--- config.mk ---
export PLATFORM = sky130hd
export DESIGN_NAME = i2c_slave_reg_ctrl
export DESIGN_NICKNAME = d
export VERILOG_FILES = /design/src/rtl/i2c_slave_reg_ctrl.sv
export SDC_FILE = /design/constraint.sdc
export NUM_CORES = 1
export LEC_CHECK = 0
export CAP_MARGIN = 20
export CORE_ASPECT_RATIO = 1.5
export CORE_UTILIZATION = 60
export DETAILED_ROUTE_END_ITERATION = 10
export GPL_ROUTABILITY_DRIVEN = 0
export GPL_TIMING_DRIVEN = 0
export PLACE_DENSITY_LB_ADDON = 0.2
export SYNTH_ARGS = -nofsm -noshare
export SYNTH_HDL_FRONTEND = slang
export SYNTH_SLANG_ARGS = --single-unit
--- constraint.sdc ---
create_clock -name clk -period 5 [get_ports clk]
set_input_delay 0.75 -clock clk [delete_from_list [all_inputs] [get_ports clk]]
set_output_delay 0.75 -clock clk [all_outputs]
set_load 0.01 [all_outputs]
--- src/rtl/i2c_slave_reg_ctrl.sv ---
// Register-file controller sitting behind an I2C slave: the first received byte sets the
// pointer, further bytes write the register file, and master reads stream it out.
module i2c_slave_reg_ctrl (
    input  logic       clk,
    input  logic       rst_n,
    input  logic       ctrl_en,
    output logic       slave_en,
    input  logic       rd_reg_full,
    input  logic [7:0] rx_byte,
    output logic       rd_clr,
    input  logic       wr_reg_empty,
    output logic [7:0] tx_byte,
    output logic       wr_rdy,
    input  logic       addr_match,
    input  logic       trans_dir,
    input  logic       trans_stop,
    input  logic       bus_err,
    input  logic       host_we,
    input  logic [3:0] host_addr,
    input  logic [7:0] host_wdata,
    output logic [7:0] host_rdata,
    output logic       i2c_wr_strb,
    output logic [3:0] i2c_wr_addr,
    output logic       host_conflict,
    output logic       busy,
    output logic [3:0] ptr
);

    typedef enum logic [2:0] {
        StIdle, StAddrWait, StDir, StRxPtr, StRxData, StTx
    } state_e;

    state_e     state;
    logic [7:0] regs [16];
    logic       guard;
    logic       empty_q;

    logic in_rx, consume, i2c_wr, tx_entry, tx_edge, tx_load, conflict, host_ok;

    assign in_rx    = (state == StRxPtr) || (state == StRxData);
    assign consume  = ctrl_en && in_rx && rd_reg_full && !guard;
    assign i2c_wr   = consume && (state == StRxData);
    // Prefetch on the Dir->Tx edge so wr_rdy is already high in the first TX cycle.
    assign tx_entry = ctrl_en && (state == StDir) && !addr_match && !trans_dir;
    assign tx_edge  = ctrl_en && (state == StTx) && wr_reg_empty && !empty_q;
    assign tx_load  = tx_entry || tx_edge;
    assign conflict = host_we && i2c_wr && (host_addr == ptr);
    assign host_ok  = host_we && !conflict;
    assign busy     = (state == StDir) || in_rx || (state == StTx);

    always_ff @(posedge clk or negedge rst_n) begin
        if (!rst_n) begin
            state         <= StIdle;
            ptr           <= 4'd0;
            guard         <= 1'b0;
            empty_q       <= 1'b0;
            slave_en      <= 1'b0;
            rd_clr        <= 1'b0;
            wr_rdy        <= 1'b0;
            tx_byte       <= 8'h00;
            host_rdata    <= 8'h00;
            i2c_wr_strb   <= 1'b0;
            i2c_wr_addr   <= 4'd0;
            host_conflict <= 1'b0;
            for (int i = 0; i < 16; i++) begin
                regs[i] <= 8'h00;
            end
        end else begin
            slave_en      <= ctrl_en;
            rd_clr        <= consume;
            wr_rdy        <= tx_load;
            i2c_wr_strb   <= i2c_wr;
            host_conflict <= conflict;
            empty_q       <= wr_reg_empty;
            host_rdata    <= regs[host_addr];

            // Guard blocks re-consuming a byte until the slave drops rd_reg_full.
            if (consume) begin
                guard <= 1'b1;
            end else if (!rd_reg_full) begin
                guard <= 1'b0;
            end

            if (i2c_wr) begin
                regs[ptr]   <= rx_byte;
                i2c_wr_addr <= ptr;
            end
            if (host_ok) begin
                regs[host_addr] <= host_wdata;
            end

            if (tx_load) begin
                tx_byte <= regs[ptr];
            end
            if (consume && (state == StRxPtr)) begin
                ptr <= rx_byte[3:0];
            end else if (i2c_wr || tx_load) begin
                ptr <= ptr + 4'd1;
            end

            if (!ctrl_en) begin
                state <= StIdle;
            end else if (state == StIdle) begin
                state <= StAddrWait;
            end else if (addr_match) begin
                state <= StDir;
            end else begin
                case (state)
                    StDir: state <= trans_dir ? StRxPtr : StTx;
                    StRxPtr: begin
                        if (trans_stop || bus_err) begin
                            state <= StAddrWait;
                        end else if (consume) begin
                            state <= StRxData;
                        end
                    end
                    StRxData, StTx: begin
                        if (trans_stop || bus_err) begin
                            state <= StAddrWait;
                        end
                    end
                    default: ;
                endcase
            end
        end
    end

endmodule

======== Word-level counts from Yosys, hierarchy flattened ========
Cells that the tools add are included.
word-level totals
  register bits after elaboration ......... 162
  input port bits ......................... 30
  output and inout port bits .............. 30
  word-level logic and storage cells ...... 101
cells by class
  add/sub/neg operators ................... 1
  magnitude comparators ................... 4
  equality and inequality tests ........... 9
  multiplexer cells ....................... 26
  bitwise logic cells ..................... 2
  reductions and logical operators ........ 31
operators by type and width
  kind                                                                           count
  128-bit bitwise mux                                                            2
  128-bit 2-to-1 mux                                                             2
  8-bit binary-select mux with 4-bit select                                      2
  8-bit demux with 4-bit select                                                  2
  8-bit 2-to-1 mux                                                               6
  3-bit 2-to-1 mux                                                               7
  1-bit logical AND                                                              16
  5-bit >= comparator (second input constant)                                    2
  5-bit by 1-bit less-than comparator with 1-bit output (second input constant)  2
  4-bit NOT with 5-bit output                                                    2
  3-bit case mux with 3 select lines                                             1
  4-bit 2-to-1 mux                                                               2
  3-bit by 2-bit equality test with 1-bit output (second input constant)         2
  3-bit equality test (second input constant)                                    2
  1-bit logical OR                                                               6
  6-bit by 1-bit != test with 1-bit output (second input constant)               1
  6-bit by 4-bit != test with 1-bit output (second input constant)               1
  1-bit logical NOT                                                              5
  5-bit != test (second input constant)                                          1
  4-bit by 1-bit adder with 4-bit output (second input constant)                 1
  4-bit equality test                                                            1
  3-bit logical NOT                                                              1
  3-bit AND reduction                                                            1
  1-bit 2-to-1 mux                                                               2
  3 further kinds                                                                3

======== Longest topological paths before layout ========
  word-level depth ........................ 11
  depth in mapped cells ................... 9
  gate-level depth less buffers ........... 7

======== Worst setup path after synthesis ========
OpenSTA, ideal clock, no wires.
  path kind ............................... input -> register
  start point ............................. input port host_addr[0]
  end point ............................... register regs[80] in the netlist's numbering
  setup time .............................. 0.125 ns
  data arrival time ....................... 2.440 ns
  data required time ...................... 4.875 ns
  setup slack ............................. 2.435 ns
  stages .................................. 8
  buffers on the path ..................... 3
  cells stage by stage .................... buf_4 xnor2_1 nand2_1 nor3_2 buf_6 or4_1 buf_4 mux2_4
on the way
  word-level cells in the longest chain between the ends .. 7
  elaborated cells on any way between the ends .. 12
  classes of those cells .................. order compare (2); eq/ne (1); mux (4); bitwise (1); reduce/logical (4)
ends and longest elaborated chain
  item                                                                                                                line  text
  start: declaration                                                                                                  19    input logic [3:0] host_addr,
  4-bit NOT with 5-bit output (implied by the code)                                                                   89    regs[host_addr] <= host_wdata;
  5-bit >= comparator (implied by the code) or 5-bit by 1-bit less-than comparator with 1-bit output (tied branches)  89
  1-bit logical AND (implied by the code)                                                                             89
  8-bit 2-to-1 mux (implied by the code)                                                                              89
  8-bit demux with 4-bit select                                                                                       89
  128-bit bitwise mux                                                                                                 89
  128-bit 2-to-1 mux (*)                                                                                              88    if (host_ok) begin
  end signal: indexed assignment                                                                                      85    regs[ptr] <= rx_byte;
  end signal: indexed assignment                                                                                      89
  end: declaration                                                                                                    34    logic [7:0] regs [16];
Every way passes the cells marked *; elsewhere a longest branch is shown, timed or not.
A chain may end at the register's enable or synchronous reset.

======== Worst setup path in the final report ========
  start point ............................. register ptr[0]
  end point ............................... register regs[29] in the netlist's numbering
on the way
  word-level cells in the longest chain between the ends .. 9
  elaborated cells on any way between the ends .. 14
  classes of those cells .................. order compare (2); eq/ne (1); mux (6); bitwise (1); reduce/logical (4)
ends and longest elaborated chain
  item                                                                                                                line  text
  start: declaration                                                                                                  26    output logic [3:0] ptr
  start signal: assignment                                                                                            96    ptr <= rx_byte[3:0];
  start signal: assignment                                                                                            98    ptr <= ptr + 4'd1;
  4-bit NOT with 5-bit output (implied by the code)                                                                   85
  5-bit >= comparator (implied by the code) or 5-bit by 1-bit less-than comparator with 1-bit output (tied branches)  85
  1-bit logical AND (implied by the code)                                                                             85
  8-bit 2-to-1 mux (implied by the code)                                                                              85
  8-bit demux with 4-bit select                                                                                       85
  128-bit bitwise mux                                                                                                 85
  128-bit 2-to-1 mux                                                                                                  84    if (i2c_wr) begin
  128-bit bitwise mux                                                                                                 89
  128-bit 2-to-1 mux (*)                                                                                              88
Marks and branches as above.

==> results.md <==
- Length of routed wiring on met1: 10260 um
- IO buf count: 58
- Worst path bufs/invs: 4
- Worst-Margin Slew: 1119 ps
- Synth area leaders: dfrtp_1 40%, mux2_2 22%, mux4_2 16%
- CP Max Fanout: 10
- Sequential area share after synthesis: 0.4035
- Period utilization: 0.6928
- N_diodes: 0
- Met3 routed WL: 1606 um
- Vias: 7064
- Inserted Clock Buffers: 17
- FF+latch count, synth: 162
- Die height: 160.5 um
- FF+latch area: 4054 um^2
- Initial antenna violation count: 0
- Fin nets: 841
- H-tree depth: 4
- Mapped Area: 10050 um^2
- Yosys warns: 0
- Initial drt markers: 610
- Top Ports: 60
- Fmax: 0.2887 GHz
- Top-area cell type share of the netlist area: 0.4035
- Run status: complete, no violations
- Count of filler cells inserted in the layout: 1123
- FF-to-FF path depth: 9
- Setup Fix Bufs, Post-CTS: 0
- Power Density: 461.7 nW/um^2
- Setup_tns: 0 ps
- DRT Wirelength: 28260 um
- Tmin final: 3464 ps
- Cts repair resizes: 0
- Kind of start point of the critical path: flip-flop
- Reg clk slew, reported paths: 60 ps
- Placed inst area: 10910 um^2
- Chip width: 107.7 um
- Layout area overhead: 13.84%
- CTS tree: yes
- Ys flop type: dfrtp_1
- Met2 wire length: 15040 um
- WP data arrival: 3790 ps
- Vias in the first global route: 7692
- Wirelength per Cell: 27.57 um
- Hold-fix buffers, CTS: 0
- Rel. slew slack: 0.2539
- Final setup viols: 0
- Leakage: 4.723 nW
- Skew final: 7.286 ps
- GRT Total Usage: 0.3490
- First-pass GRT wire length: 43310 um
- Synth area leader: dfrtp_1
- Post-route cell area: 11440 um^2
- Maximum clock path buffer count: 2
- Critical path capture point type: flip-flop
- Syn Area/Cell: 13.78 um^2
- Clock Latency Late Sink: 440 ps
- Full die area: 17280 um^2
- Largest net degree at the start of global routing: 102
- Clk root buf: clkbuf_16
- Highest ir drop seen on vdd: 0.2573 mV
- Sinks on the clock net: 162
- Setup Crit Path Kind: flip-flop to flip-flop
- Commonest non-fill, non-tap cell in the layout: mux2_2
- Share of cells above drive strength 1: 0.4420
- Core area: 16260 um^2
- Count of maximum capacitance violations: 0
- DRT Pass-1 Iters: 5
- Worst R2R Setup Slack: 1540 ps
- Highest routed layer: met4
- DP Worst Slack: 1224 ps
- Unrepaired setup endpoints after global routing: no
- FFs w/ async S/R, synth: 1.000
- CP required: 5320 ps
- Net Count, Synth: 763
- Crit path largest cell delay: 530 ps
- Area of the multi-input gates: 5690 um^2
- Detailed placement HPWL: 20680 um
- CP cell instances: buf_6 -> buf_1 -> inv_1 -> ha_1 -> inv_1 -> nor4_2 -> nand3_1 -> mux2_2 -> mux2_2
- Worst reg2reg path endpoint: regs[29]
- Design Power: 5.280 mW
- Setup ws final: 1536 ps
- Vias per Instance: 6.892
- Slew Viols, Final: 0
- Initial Utilization: 0.6179
- CP delay by family, top: simple AND/OR/NAND/NOR gates
- Distinct cell type count after synthesis: 51
- Number of synthesized flops with an enable pin: 0
- DRC Markers: 0
- Hold Path Class: primary input to asynchronous set/reset pin
- Crit-path slowest cell: nand3_1
- Cell count after synthesis: 729
- Core Util, Final: 0.7034
- Post-DRT Antenna Nets: 0
- Total gr overflow: 0
- Worst r2r src: ptr[0]
- Final hold violations: 0
- Cell row count: 57
- Most frequent cells in the layout: 197 x mux2_2, 162 x dfrtp_1, 72 x mux4_2
## synth_stat cells (2+ instances only)
cell type / number
nor2b_1: 6
a221oi_1: 8
o21ai_0: 11
nor2_1: 31
buf_4: 5
or4_1: 5
inv_1: 7
xnor2_1: 5
buf_2: 8
mux4_2: 72
buf_6: 4
a21oi_1: 21
mux2_1: 4
and3_1: 4
nand3b_1: 2
nor3_2: 2
o22ai_1: 8
buf_1: 10
mux2_2: 197
nor4b_2: 3
nor4_4: 6
nand2b_1: 7
nand2_1: 28
mux2i_1: 24
nor4_1: 3
or3_4: 2
dfrtp_1: 162
nor3_1: 3
nand3_1: 4
mux2_4: 24
clkbuf_1: 30
ha_1: 4
## cell type report
class,instances,area share
plain buffers,57,0.02385
clock buffers,21,0.04026
clock inverters,10,0.005470
inverters,8,0.002626
multi-input cells,502,0.4975
flip-flops and latches,162,0.3544
well taps,206,0.02254
repair buffers,59,0.05328
## flip-flops by register name, indices dropped and copies added (netlist names)
signal         count
guard              1
host_rdata         8
ptr                4
tx_byte            8
state              3
rd_clr             1
i2c_wr_addr        4
empty_q            1
host_conflict      1
wr_rdy             1
slave_en           1
i2c_wr_strb        1
regs             128
## per-stage QoR
step	cells	hold WS [ps]
CTS	1025	317.3
global route	1025	341.4
floorplan	729	454.4
finish	1025	289.1
detailed placement	994	463.6
global placement	993	464.0
## metal layers
layer | global-route usage | up-vias
li1 | - | 2945
met1 | 0.4122 | 3691
met3 | 0.05925 | 109
met5 | 0 | -
met4 | 0.1999 | 0
met2 | 0.5953 | 319
## worst register-to-register path: cells and delay by family (launching register included)
kind / cells / cell delay, ps
buffers and inverters: 4 / 970
AND/OR/NAND/NOR: 2 / 1040
multiplexers: 2 / 730
adder cells (fa/ha/maj): 1 / 190
flip-flops: 1 / 420
## how the worst max path moves through the flow
stage                             from        to  depth (start not counted)
after floorplan           host_addr[0]  regs[80]                          8
after global placement           rst_n  regs[69]                          1
after detailed placement       ctrl_en   regs[7]                          6
after CTS                       ptr[0]  regs[28]                          9
after global routing            ptr[0]  regs[29]                          9
final                           ptr[0]  regs[29]                          9
## cell families after synthesis
kind of cell / share of synthesized area
adder cells (fa/ha/maj): 0.004982
AO/OA/AOI/OAI: 0.03811
multiplexers: 0.4465
AND/OR/NAND/NOR: 0.07161
buffers and inverters: 0.03014
XOR/XNOR: 0.005230
flip-flops: 0.4035
## power by group
group	switching [mW]	total, mW	internal, mW
Sequential	0.294	1.97	1.67
Combinational	0.925	2.12	1.20
Clock	0.538	1.19	0.653
Note: power is estimated with default switching activity, not from simulation.
